<file path="config.mk">
export PLATFORM = sky130hd
export DESIGN_NAME = shift_arbiter
export DESIGN_NICKNAME = d
export VERILOG_FILES = /design/src/rtl/shift_arbiter.sv
export SDC_FILE = /design/constraint.sdc
export NUM_CORES = 1
export LEC_CHECK = 0
export BUFFER_PORTS_ARGS = -buffer_cell sky130_fd_sc_hd__buf_2
export CAP_MARGIN = 20
export CORE_UTILIZATION = 52
export DETAILED_ROUTE_END_ITERATION = 7
export PLACE_DENSITY = 0.85
export SETUP_SLACK_MARGIN = 0.4
export SLEW_MARGIN = 5
export SYNTH_ARGS = -nofsm -noshare
export SYNTH_HDL_FRONTEND = slang
export SYNTH_SLANG_ARGS = --single-unit
</file>
<file path="constraint.sdc">
create_clock -name clk -period 3.7 [get_ports clk]
set_clock_uncertainty 0.1 [all_clocks]
set_input_delay 0.74 -clock clk [delete_from_list [all_inputs] [get_ports clk]]
set_output_delay 0.74 -clock clk [all_outputs]
set_load 0.02 [all_outputs]
</file>
<file path="src/rtl/shift_arbiter.sv">
// Round-robin arbiter sharing one logical-right shifter between R requesters.
// The result is registered with the requester id and held until the consumer accepts it.
module shift_arbiter #(
    parameter int unsigned N = 11,
    parameter int unsigned S = 4,
    parameter int unsigned R = 2,
    parameter int unsigned I = 1
) (
    input  logic           clk,
    input  logic           rst,
    input  logic [R-1:0]   req_valid,
    output logic [R-1:0]   req_ready,
    input  logic [R*N-1:0] req_a,
    input  logic [R*S-1:0] req_s,
    output logic           rsp_valid,
    input  logic           rsp_ready,
    output logic [N-1:0]   rsp_y,
    output logic [I-1:0]   rsp_id
);

    typedef enum logic [0:0] {StIdle, StFull} state_e;

    state_e         r_state;
    state_e         w_state_nxt;
    logic [I-1:0]   r_rr_ptr;
    logic [N-1:0]   r_rsp_y;
    logic [I-1:0]   r_rsp_id;

    logic [I-1:0]   w_grant;
    logic           w_any;
    logic           w_take;
    logic [N-1:0]   w_a;
    logic [S-1:0]   w_s;
    logic [N-1:0]   w_y;

    // First valid port searching upward from rr_ptr+1, wrapping mod R.
    always_comb begin
        int unsigned idx;
        logic        found;
        idx     = 0;
        found   = 1'b0;
        w_grant = '0;
        for (int unsigned k = 1; k <= R; k++) begin
            idx = (32'(r_rr_ptr) + k) % R;
            if (!found && req_valid[idx]) begin
                found   = 1'b1;
                w_grant = I'(idx);
            end
        end
    end

    assign w_any  = |req_valid;
    // Reset gates the grant so no handshake completes while rst is high.
    assign w_take = !rst && w_any && ((r_state == StIdle) || rsp_ready);

    assign req_ready = w_take ? (R'(1) << w_grant) : '0;

    assign w_a = req_a[32'(w_grant) * N +: N];
    assign w_s = req_s[32'(w_grant) * S +: S];
    // Explicit saturation: any amount >= N yields zero.
    assign w_y = (32'(w_s) >= N) ? '0 : (w_a >> w_s);

    always_comb begin
        w_state_nxt = r_state;
        unique case (r_state)
            StIdle: if (w_take) w_state_nxt = StFull;
            StFull: if (rsp_ready && !w_any) w_state_nxt = StIdle;
            default: w_state_nxt = StIdle;
        endcase
    end

    always_ff @(posedge clk or posedge rst) begin
        if (rst) begin
            r_state  <= StIdle;
            r_rsp_y  <= '0;
            r_rsp_id <= '0;
            r_rr_ptr <= I'(R - 1);
        end else begin
            r_state <= w_state_nxt;
            if (w_take) begin
                r_rsp_y  <= w_y;
                r_rsp_id <= w_grant;
                r_rr_ptr <= w_grant;
            end
        end
    end

    assign rsp_valid = (r_state == StFull);
    assign rsp_y     = r_rsp_y;
    assign rsp_id    = r_rsp_id;

endmodule
</file>
==> run summary <==
Drt pass-1 iters - 5
Share of layout cells above drive strength 1 - 0.398
Fin crit period - 2.87 ns
Most numerous cell in the Yosys netlist - mux2i_1
FMAX - 349 MHz
Worst slew pin tran - 0.657 ns
Row Count - 17
Clock H-tree levels - 1
VDD IR max - 0.000303 V
Fillers - 179
Area growth syn-to-layout - 22.0%
Post-route ant nets - 0
Post-synth EDFFs - 0
Synth Flop Type - dfrtp_1
CTS Buffer Depth - 2
Die X - 51.3 um
Clock Latency Late Sink - 0.29 ns
Antenna cell count - 0
RePlAce Congestion - 0.917
Die Y - 51.3 um
Core Area - 2250 sq um
Register area - 352 sq um
Period utilisation layout - 0.775
Synth warn - 0
Syn Inst Count - 126
Critical path class - in -> out
WP buf/inv - 2
Clock root buffer master - clkbuf_4
Syn Nets - 161
Final Max Tran Viols - 0
Multiplexer area fraction after synthesis - 0.357
Largest net degree at the start of global routing - 21
CP Data Arrival Time - 2.03 ns
TritonCTS clock tree - done
Slowest Stage Delay on Critical Path - 0.65 ns
Register area share after synthesis - 0.278
Vias in the first global route - 1161
Crit end category - output port
Remaining DRCs - 0
Pwr dens - 351 nW/um^2
Xor/xnor share of the synthesized area - 0
CP Data Required Time - 2.86 ns
Synth Area in Compound Gates - 0.178
Max-Slew Margin vs Limit - 0.562
Multi-input logic area - 862 sq um
Cell area after synthesis - 1260 sq um
Outcome - finished clean
Leakage - 0.000757 uW
Hold_ws - 0.380 ns
Min-Delay Path Class - reg -> reg
Final net count - 207
Clk sinks - 14
Effective utilization at floorplan - 0.560
Yosys top cell by area - dfrtp_1
Synth Area in Adders - 0
RSZ-0062 raised after global routing - false
Antenna violations before repair - 0
Final WL - 3210 um
Via count - 1221
Top post-synthesis cells by area - dfrtp_1 (26%), mux2i_1 (16%), mux4_2 (11%)
Total global routing overflow - 0
Setup Buffers After CTS - 0
Worst setup SP type - input port
Syn_area_per_cell - 10.0 sq um
Reg clk slew, reported paths - 0.08 ns
Commonest cells in the netlist - mux2i_1 (20), dfrtp_1 (13), nand2_1 (12)
Final TNS setup - 0 ns
Quantity of hold-fixing buffers added after cts - 0
Top delay family on crit path - simple AND/OR/NAND/NOR gates
Top-area cell type share of the netlist area - 0.257
Critical-path cell list - buf_2 > or3_1 > nor2_1 > buf_2
Die Area - 2630 sq um
Inserted Clock Buffers - 3
Post-synthesis simple-gate area fraction - 0.147
Flops & latches, synth - 14
Hold Vio Cnt, Final - 0
Tot GR Track Use - 0.270
Avg WL per Cell - 16.1 um
Post-CTS sizing - 0
Cell variety after synth - 39
IO Count - 50
Worst path most repeated cell - buf_2
Max cap viols - 0
Via density per instance - 6.14
First-pass GRT wire length - 5240 um
FFs w/ async S/R, synth - 1.00
IO Port Bufs - 49
Hpwl dp - 2520 um
Worst path slowest cell - or3_1
Main combinational cell family by area after synthesis - multiplexers
Crit Path Max Fanout - 20
Starting DRT DRC Count - 40
# setup viols final - 0
## tightest hold or removal path: cells and delay by family, from the launching register on
| family | cells | cell delay, ns |
|---|---|---|
| AND/OR/NAND/NOR | 1 | 0.05 |
| flip-flops | 1 | 0.34 |
| AO/OA/AOI/OAI | 1 | 0.06 |
## where the power goes
group,switching (uW),internal [uW],total (uW)
Sequential,15.5,180,196
Combinational,133,99.2,232
Clock,52.4,59.9,112
Total,201,339,540
## flip-flops by register name, summed over array words and instances (netlist names)
| name | flops |
|---|---|
| rsp_y | 11 |
| rsp_id | 1 |
| rsp_valid | 1 |
| r_rr_ptr | 1 |
## layer usage
layer	up-vias	share of wire	track usage
met5	-	0	0
met4	0	0.016	0.0721
met3	8	0.054	0.0417
met2	50	0.50	0.461
met1	577	0.43	0.355
li1	586	-	-
## layout by cell type (no fill, tap or decap), types with 2 or more instances in the layout
master | netlist | layout
nand3_1 | 3 | 3
buf_2 | 4 | 49
o31ai_1 | 3 | 3
nand2_1 | 12 | 12
a21o_1 | 3 | 3
a2bb2oi_1 | 2 | 2
o21ai_0 | 2 | 2
mux4_2 | 6 | 6
nor3_1 | 6 | 6
o211ai_1 | 2 | 2
clkbuf_4 | 0 | 3
o21ai_1 | 3 | 3
a21oi_1 | 2 | 2
a2111oi_0 | 2 | 2
nor2b_1 | 3 | 3
dfrtp_1 | 13 | 13
mux2_2 | 6 | 6
nor2_1 | 6 | 6
or3_1 | 3 | 3
a22o_1 | 2 | 2
nand2b_1 | 2 | 2
mux2i_1 | 20 | 20
## layout make-up
| type | count | area share |
|---|---|---|
| Clock buffer | 4 | 0.0235 |
| Multi-Input combinational cell | 102 | 0.559 |
| Timing Repair Buffer | 50 | 0.164 |
| Tap cell | 28 | 0.0227 |
| Inverter | 1 | 0.00244 |
| Sequential cell | 14 | 0.228 |
## per-stage QoR
step | cell area [sq um] | total power [uW] | cells | utilization | setup slack [ns]
2_1_floorplan | 1260 | 355 | 126 | - | 1.15
3_3_place_gp | 1510 | 421 | 195 | 0.668 | 0.776
3_5_place_dp | 1510 | 428 | 195 | 0.668 | 0.647
4_1_cts | 1540 | 539 | 199 | 0.684 | 0.857
5_1_grt | 1540 | 569 | 199 | 0.684 | 0.761
6_report | 1540 | 540 | 199 | 0.684 | 0.834
## logic make-up (layout without fill, tap and decap cells)
kind of cell    after synthesis  after routing
compound gates               30             30
buf+inv                      10             55
flops                        14             14
mux                          34             34
simple gates                 38             38
## final timing paths
| check | from | end | slack, ns | cells past startpoint |
|---|---|---|---|---|
| worst min-delay path | rsp_y[10] | rsp_y[10] | 0.38 | 2 |
| worst max register to register | r_rr_ptr | rsp_y[3] | 0.98 | 5 |
| min in group asynchronous | rst | rsp_valid | 0.40 | 2 |
| max in group asynchronous | rst | rsp_y[2] | 2.71 | 2 |
| worst max-delay path | rst | req_ready[1] | 0.83 | 4 |
| worst min register to register | rsp_y[10] | rsp_y[10] | 0.38 | 2 |
No activity file was read; power rests on OpenSTA's default activity.
